$ cat src/rtl/kmer_candidate_scheduler.sv
`default_nettype none
// ============================================================================
// Module   : kmer_candidate_scheduler
// Brief    : Walks a signed read-position window, issues 4 k-mer candidates per
//            position to a shared lookup port and reports a per-position hit mask.
// Revision : 1.0 - initial release
// ============================================================================
module kmer_candidate_scheduler #(
    parameter int MAX_READ_BIT_WIDTH = 8,
    parameter int MAX_KMER_BIT_WIDTH = 6,
    parameter int MAX_KMER_WIDTH     = 64
) (
    input  logic                          clk,
    input  logic                          rstb,
    input  logic                          start,
    input  logic [MAX_READ_BIT_WIDTH:0]   cfgStartPos,
    input  logic [MAX_READ_BIT_WIDTH:0]   cfgEndPos,
    input  logic                          cfgDirection,
    input  logic [MAX_KMER_BIT_WIDTH-1:0] cfgKmerLength,
    output logic                          busy,
    output logic                          done,
    output logic [MAX_READ_BIT_WIDTH:0]   position,
    output logic                          direction,
    output logic [MAX_KMER_BIT_WIDTH-1:0] kmerLength,
    input  logic [2*MAX_KMER_WIDTH-1:0]   kmerCandidate0,
    input  logic [2*MAX_KMER_WIDTH-1:0]   kmerCandidate1,
    input  logic [2*MAX_KMER_WIDTH-1:0]   kmerCandidate2,
    input  logic [2*MAX_KMER_WIDTH-1:0]   kmerCandidate3,
    output logic                          queryValid,
    input  logic                          queryReady,
    output logic [2*MAX_KMER_WIDTH-1:0]   queryKmer,
    output logic [1:0]                    queryTag,
    input  logic                          respValid,
    input  logic [1:0]                    respTag,
    input  logic                          respHit,
    output logic                          resultValid,
    input  logic                          resultReady,
    output logic [MAX_READ_BIT_WIDTH:0]   resultPosition,
    output logic [3:0]                    resultHitMask,
    output logic                          errDupResp
);

    localparam int c_POS_W  = MAX_READ_BIT_WIDTH + 1;
    localparam int c_KMER_W = 2 * MAX_KMER_WIDTH;
    localparam logic [c_POS_W-1:0] c_POS_ONE = {{(c_POS_W-1){1'b0}}, 1'b1};

    typedef enum logic [2:0] {
        S_IDLE   = 3'd0,
        S_ISSUE  = 3'd1,
        S_WAIT   = 3'd2,
        S_REPORT = 3'd3,
        S_FINISH = 3'd4
    } state_t;

    state_t                        r_state;
    state_t                        w_next;

    logic [c_POS_W-1:0]            r_position;
    logic [c_POS_W-1:0]            r_end_pos;
    logic                          r_direction;
    logic [MAX_KMER_BIT_WIDTH-1:0] r_kmer_length;
    logic [1:0]                    r_issue_cnt;
    logic [3:0]                    r_rcv_mask;
    logic [3:0]                    r_hit_mask;
    logic                          r_err_dup;
    logic [c_POS_W-1:0]            r_result_pos;
    logic [3:0]                    r_result_mask;

    logic                          w_resp_fire;
    logic                          w_dup;
    logic [3:0]                    w_rcv_next;
    logic [3:0]                    w_hit_next;
    logic                          w_query_fire;
    logic                          w_last_issue;
    logic                          w_at_end;
    logic                          w_start_empty;
    logic                          w_result_fire;
    logic [c_KMER_W-1:0]           w_sel_kmer;

    // Responses are only meaningful while a position is in flight; late ones
    // arriving in IDLE/REPORT/FINISH are dropped.
    always_comb begin
        w_resp_fire   = respValid && ((r_state == S_ISSUE) || (r_state == S_WAIT));
        w_dup         = w_resp_fire && r_rcv_mask[respTag];
        w_rcv_next    = r_rcv_mask;
        w_hit_next    = r_hit_mask;
        if (w_resp_fire && !w_dup) begin
            w_rcv_next[respTag] = 1'b1;
            w_hit_next[respTag] = respHit;
        end
        w_query_fire  = (r_state == S_ISSUE) && queryReady;
        w_last_issue  = w_query_fire && (r_issue_cnt == 2'd3);
        w_at_end      = (r_position == r_end_pos);
        w_start_empty = ($signed(cfgStartPos) > $signed(cfgEndPos));
        w_result_fire = (r_state == S_REPORT) && resultReady;
    end

    always_comb begin
        w_sel_kmer = kmerCandidate0;
        case (r_issue_cnt)
            2'd0:    w_sel_kmer = kmerCandidate0;
            2'd1:    w_sel_kmer = kmerCandidate1;
            2'd2:    w_sel_kmer = kmerCandidate2;
            default: w_sel_kmer = kmerCandidate3;
        endcase
    end

    always_ff @(posedge clk) begin
        if (!rstb) begin
            r_state <= S_IDLE;
        end else begin
            r_state <= w_next;
        end
    end

    always_comb begin
        w_next = r_state;
        case (r_state)
            S_IDLE: begin
                if (start) begin
                    w_next = w_start_empty ? S_FINISH : S_ISSUE;
                end
            end
            S_ISSUE: begin
                if (w_last_issue) begin
                    w_next = (w_rcv_next == 4'hF) ? S_REPORT : S_WAIT;
                end
            end
            S_WAIT: begin
                if (w_rcv_next == 4'hF) begin
                    w_next = S_REPORT;
                end
            end
            S_REPORT: begin
                if (resultReady) begin
                    w_next = w_at_end ? S_FINISH : S_ISSUE;
                end
            end
            S_FINISH: begin
                w_next = S_IDLE;
            end
            default: begin
                w_next = S_IDLE;
            end
        endcase
    end

    always_ff @(posedge clk) begin
        if (!rstb) begin
            r_position    <= '0;
            r_end_pos     <= '0;
            r_direction   <= 1'b0;
            r_kmer_length <= '0;
            r_issue_cnt   <= 2'd0;
            r_rcv_mask    <= 4'h0;
            r_hit_mask    <= 4'h0;
            r_err_dup     <= 1'b0;
            r_result_pos  <= '0;
            r_result_mask <= 4'h0;
        end else begin
            r_rcv_mask <= w_rcv_next;
            r_hit_mask <= w_hit_next;
            if (w_dup) begin
                r_err_dup <= 1'b1;
            end
            if (w_query_fire) begin
                r_issue_cnt <= r_issue_cnt + 2'd1;
            end
            // Result registers capture the final mask on REPORT entry so the
            // consumer sees values that cannot move until its handshake.
            if ((r_state != S_REPORT) && (w_next == S_REPORT)) begin
                r_result_pos  <= r_position;
                r_result_mask <= w_hit_next;
            end
            if (w_result_fire && !w_at_end) begin
                r_position  <= r_position + c_POS_ONE;
                r_issue_cnt <= 2'd0;
                r_rcv_mask  <= 4'h0;
                r_hit_mask  <= 4'h0;
            end
            if ((r_state == S_IDLE) && start) begin
                r_position    <= cfgStartPos;
                r_end_pos     <= cfgEndPos;
                r_direction   <= cfgDirection;
                r_kmer_length <= cfgKmerLength;
                r_issue_cnt   <= 2'd0;
                r_rcv_mask    <= 4'h0;
                r_hit_mask    <= 4'h0;
                r_err_dup     <= 1'b0;
            end
        end
    end

    assign busy           = (r_state != S_IDLE);
    assign done           = (r_state == S_FINISH);
    assign position       = r_position;
    assign direction      = r_direction;
    assign kmerLength     = r_kmer_length;
    assign queryValid     = (r_state == S_ISSUE);
    assign queryTag       = (r_state == S_ISSUE) ? r_issue_cnt : 2'd0;
    assign queryKmer      = (r_state == S_ISSUE) ? w_sel_kmer : '0;
    assign resultValid    = (r_state == S_REPORT);
    assign resultPosition = r_result_pos;
    assign resultHitMask  = r_result_mask;
    assign errDupResp     = r_err_dup;

endmodule
`default_nettype wire

$ cat config.mk
export PLATFORM = sky130hd
export DESIGN_NAME = kmer_candidate_scheduler
export DESIGN_NICKNAME = d
export VERILOG_FILES = /design/src/rtl/kmer_candidate_scheduler.sv
export SDC_FILE = /design/constraint.sdc
export NUM_CORES = 1
export LEC_CHECK = 0
export BUFFER_PORTS_ARGS = -buffer_cell sky130_fd_sc_hd__buf_2
export CAP_MARGIN = 20
export CORE_AREA = 2 2 279 281
export DETAILED_ROUTE_END_ITERATION = 7
export DIE_AREA = 0 0 281 283
export PLACE_DENSITY = 0.34
export REMOVE_ABC_BUFFERS = 1
export SYNTH_ARGS = -nofsm -noshare
export SYNTH_HDL_FRONTEND = slang
export SYNTH_SLANG_ARGS = --single-unit
$ cat constraint.sdc
create_clock -name clk -period 1.8 [get_ports clk]
set_clock_uncertainty 0.15 [all_clocks]
set_input_delay 0.18 -clock clk [delete_from_list [all_inputs] [get_ports clk]]
set_output_delay 0.18 -clock clk [all_outputs]
set_load 0.05 [all_outputs]
**Yosys cells after proc, flatten, opt, wreduce, memory -nomap -nowiden**

Cells that the tools add are included.

- Flip-flop bits (word level): 52
- Input bits: 546
- Output and inout bits: 164

- $add $sub $neg: 2
- Magnitude comparators: 3
- Eq/ne operators: 11
- Muxes and demuxes: 20
- Bitwise gates (word level): 2
- Reduce and logical (&&, ||, !) cells: 19

Operators with widths:

| cell | number |
|---|---|
| case mux 128 bit (3 select lines) | 1 |
| two-way mux 128 bit | 1 |
| two-way mux 3 bit | 6 |
| two-way mux 9 bit | 2 |
| case mux 3 bit (4 select lines) | 1 |
| logical AND 1 bit | 10 |
| adder 9 x 1 -> 9 bit (second input constant) | 1 |
| equality test 3 x 2 -> 1 bit (second input constant) | 3 |
| equality test 9 bit | 1 |
| greater-than comparator 9 bit | 1 |
| two-way mux 4 bit | 2 |
| bitwise mux 4 bit | 1 |
| equality test 2 bit (second input constant) | 2 |
| equality test 4 bit (second input constant) | 1 |
| OR 4 bit | 1 |
| equality test 3 x 1 -> 1 bit (second input constant) | 1 |
| equality test 3 bit (second input constant) | 1 |
| logical NOT 3 bit | 1 |
| less-than comparator 2 x 3 -> 1 bit (second input constant) | 1 |
| two-way mux 1 bit | 3 |
| inequality test 3 x 2 -> 1 bit (second input constant) | 1 |
| nonzero test 3 bit | 1 |
| OR reduction 3 bit | 1 |
| adder 2 x 1 -> 2 bit (second input constant) | 1 |
| 11 further kinds | 12 |

**Longest topological paths before layout**

- Word-level depth: 13
- Gate-level depth with buffers: 9
- Depth with buffers taken out: 8

**Least setup slack after synthesis**

No wires, ideal clock.

- Path type: register -> output
- Start point: register r_issue_cnt[0]
- End point: output port queryKmer[107]
- Arrival time: 2.074 ns
- Setup slack: -0.604 ns
- Cell stages (with the launch flop): 9
- Path through: dfxtp_1 inv_1 ha_1 clkbuf_1 buf_1 a222oi_1 nor2_1 a21oi_1 nor2_1

- Cells in the longest elaborated chain, start to end: 3
- Elaborated cells between the ends (all ways): 5

Ends and longest elaborated chain:

| element | RTL line | text |
|---|---|---|
| start: declaration | 62 | `logic [1:0] r_issue_cnt;` |
| start signal: assignment | 167 | `r_issue_cnt <= r_issue_cnt + 2'd1;` |
| equality test 2 bit (tied with other cells) | 100 | `case (r_issue_cnt)` |
| case mux 128 bit (3 select lines) (*) | 100 |  |
| two-way mux 128 bit (*) | 201 | `assign queryKmer = (r_state == S_ISSUE) ? w_sel_kmer : '0;` |
| end: declaration | 31 | `output logic [2*MAX_KMER_WIDTH-1:0] queryKmer,` |

Mark *: on every way between the ends. The rest lies on a longest branch, timed or not.

**Worst setup path after layout**

- Start point: register r_issue_cnt[1]
- End point: output port queryKmer[37]

The elaborated chain is that of the path after synthesis.

==> results_dict.tcl <==
set metrics [dict create \
    start_util 0.0789 \
    pwr-share-seq 0.207 \
    overflow 0 \
    drc 0 \
    slowest_stage "a222oi_1" \
    cpPeakStageDelay_ps 690 \
    synth-simple-area-share 0.269 \
    clock_sinks 52 \
    fin_crit_ps 3090 \
    cp_top_family "buffers and inverters" \
    avgSynthCellArea_um2 6.50 \
    dp_hpwl_mm 47.5 \
    vias 11218 \
    grt_pass1_vias 11346 \
    critPathBufInv 7 \
    cts_tree "built" \
    tightest_slew_ps 1020 \
    max_slew_margin 0.322 \
    h-tree-depth 2 \
    async_flop_share 0 \
    cp-end-kind "output port" \
    synth-seq-cells 52 \
    design_area_mm2 0.0152 \
    synth_fa_ha_area_frac 0.0310 \
    combPwrFrac 0.593 \
    clkLatencyLatePin_ps 310 \
    drtIter0Drc 1073 \
    synth_cell_types 49 \
    dpl.cell_count 2735 \
    synth_sequential_area_ratio 0.172 \
    clk_path_buf_depth 2 \
    first_pass_iters 8 \
    port_buffers 709 \
    die_w_um 281 \
    crit_type "flop to output port" \
    drive_above_1_share 0.621 \
    die_area_mm2 0.0795 \
    cp-start-kind "flop" \
    synthCells 930 \
    synth_ff_type "dfxtp_1" \
    finalSetupViolCount 160 \
    dpl_cell_area_mm2 0.0125 \
    die_h_um 283 \
    ant_nets 0 \
    grt_max_degree 49 \
    path_max_fanout 6 \
    hold_path.class "primary input to flop" \
    clockRootBuffer "clkbuf_16" \
    crit_arrival_ps 2760 \
    nNetsFinal 2346 \
    switching_power_mw 2.60 \
    syn_area_mm2 0.00605 \
    cts_made_buffers 5 \
    violations "setup timing" \
    cap_viol_max_count 0 \
    final.period_utilization 1.72 \
    required_ps 1470 \
    leakagePower_nw 7.17 \
    p_per_area_mw_per_mm2 396 \
    core_mm2 0.0767 \
    layout.cells.non_filler 2829 \
    path_cells "buf_6 -> ha_4 -> buf_4 -> buf_8 -> buf_12 -> buf_12 -> a222oi_1 -> buf_4 -> nor2_2 -> a21oi_1 -> nor2_1 -> buf_6" \
    synth_xor_area_frac 0.0288 \
    synth_edf_count 0 \
    layout_setup_ws_ps -1290 \
    rsz0062_at_grt "true" \
    syn_to_final_growth_pct 151 \
    synth_top_family_by_area "compound AO/OA/AOI/OAI gates" \
    synthMuxAreaShare 0.0128 \
    rows 102 \
    internal_power_mw 3.42 \
    p_clk_frac 0.199 \
    finalWirelength_mm 58.5 \
    total_power_mw 6.02 \
    status "finished, violations left" \
    grt_pass1_wl_mm 79.1 \
    irDropWorstVdd_mv 0.330 \
    avgRoutedWirePerCell_um 20.7 \
    swShare 0.432 \
    pin_count 710 \
    synth-compound-area-share 0.404 \
    hold_violations 0 \
    yosys_warnings 0 \
    grt_use_total 0.136 \
    antenna_found_initial 8 \
    drv_slew 0 \
    cts.reportedPaths.clkPinSlew_ps 80 \
    place_congestion 0.916 \
    fmax_ghz 0.324 \
    vias_per_cell 3.97 \
]
==> through the flow <==
stage,utilization,setup slack (ps),setup TNS [ps],hold WS [ps]
finish,0.198,-1290,-127450,29.4
global route,0.198,-1500,-144960,40.2
CTS,0.188,-1380,-117380,33.5
detailed placement,0.163,-1210,-70520,279
global placement,0.163,-1200,-70200,273
floorplan,-,-4300,-557020,166
==> cell usage in the layout, fill, tap and decap left out, types with 15 or more instances in the layout <==
cell / n
nor2_2: 42
buf_4: 144
nand3_1: 15
buf_12: 71
dfxtp_1: 43
nand2_1: 49
buf_6: 130
buf_2: 575
nor2_1: 221
a21oi_2: 35
a21oi_1: 121
inv_1: 17
a222oi_1: 128
==> repair_timing <==
action,CTS,global route
endpoints found under the setup margin,164,169
hold buffers,10,0
setup buffers,35,37
cloned,8,4
endpoints found under the hold margin,10,0
resized for setup,332,120
pin swaps,144,152
==> area by class of cell <==
type                    count  area (um^2)
clock inverters             3         50.0
diodes                      3         7.51
repair buffers            952         7400
flip-flops and latches     52         1060
fillers                  8703        61500
multi-input cells         754         5160
clock buffers               5          125
inverters                  20         78.8
well taps                1040         1300
==> worst paths after layout <==
| kind | start | end | slack (ps) | cells past startpoint |
|---|---|---|---|---|
| worst max-delay path | r_issue_cnt[1] | queryKmer[37] | -1290 | 12 |
| worst min register to register | kmerLength[1] | kmerLength[1] | 310 | 2 |
| worst max register to register | r_state[0] | resultPosition[0] | -230 | 10 |
| worst min-delay path | queryReady | r_issue_cnt[1] | 30 | 3 |
==> worst reg2reg max path, cell delays in order (launching register included) <==
cell      delay (ps)
dfxtp_2          330
buf_6            120
xor2_4           160
buf_6            130
buf_6            100
a41o_1           200
a22o_4           270
nand2_8          110
buf_12           130
buf_12           120
o221ai_2          90
==> cell families after synthesis <==
family / count (synthesis)
xor gates and xnor gates: 19
AOI/OAI and AO/OA: 329
adders and majority gates: 15
and+or+nand+nor: 385
buffers and inverters: 124
muxes: 6
DFF: 52
==> synthesized netlist by cell type, types with 5 or more instances <==
cell | number | area (um^2)
nor3_1 | 5 | 25.0
o21ai_0 | 8 | 40.0
nand3_1 | 19 | 95.1
a222oi_1 | 128 | 1280
clkbuf_1 | 89 | 334
nand2_1 | 52 | 195
buf_1 | 6 | 22.5
o221ai_1 | 9 | 78.8
inv_1 | 20 | 75.1
xor2_1 | 5 | 43.8
nor2_1 | 268 | 1010
nor2b_1 | 10 | 62.6
nand2b_1 | 5 | 31.3
dfxtp_1 | 52 | 1040
a21oi_1 | 155 | 776
a211oi_1 | 7 | 52.6
ha_1 | 15 | 188
xnor2_1 | 13 | 114
nand4b_1 | 10 | 87.6
==> state kept, by name, summed over array words and instances, names as in the netlist <==
name and flops:
r_issue_cnt 2, resultPosition 9, resultHitMask 4, r_hit_mask 4, r_rcv_mask 4, r_end_pos 9
position 9, errDupResp 1, kmerLength 6, direction 1, r_state 3
==> routing by layer <==
metal  share of wire  global-route usage
met1            0.42               0.167
met4           0.023              0.0309
met3           0.073              0.0272
met2            0.49               0.241
met5         0.00046                   0
==> power by group through the flow <==
| stage | clock network, mW | logic [mW] | registers (mW) |
|---|---|---|---|
| 2_1_floorplan | 0 | 1.29 | 1.41 |
| 3_3_place_gp | 0 | 3.16 | 1.27 |
| 3_5_place_dp | 0 | 3.16 | 1.27 |
| 4_1_cts | 1.25 | 3.50 | 1.25 |
| 5_1_grt | 1.27 | 3.81 | 1.25 |
| 6_report | 1.20 | 3.57 | 1.25 |
(Power assumes the default switching activity.)
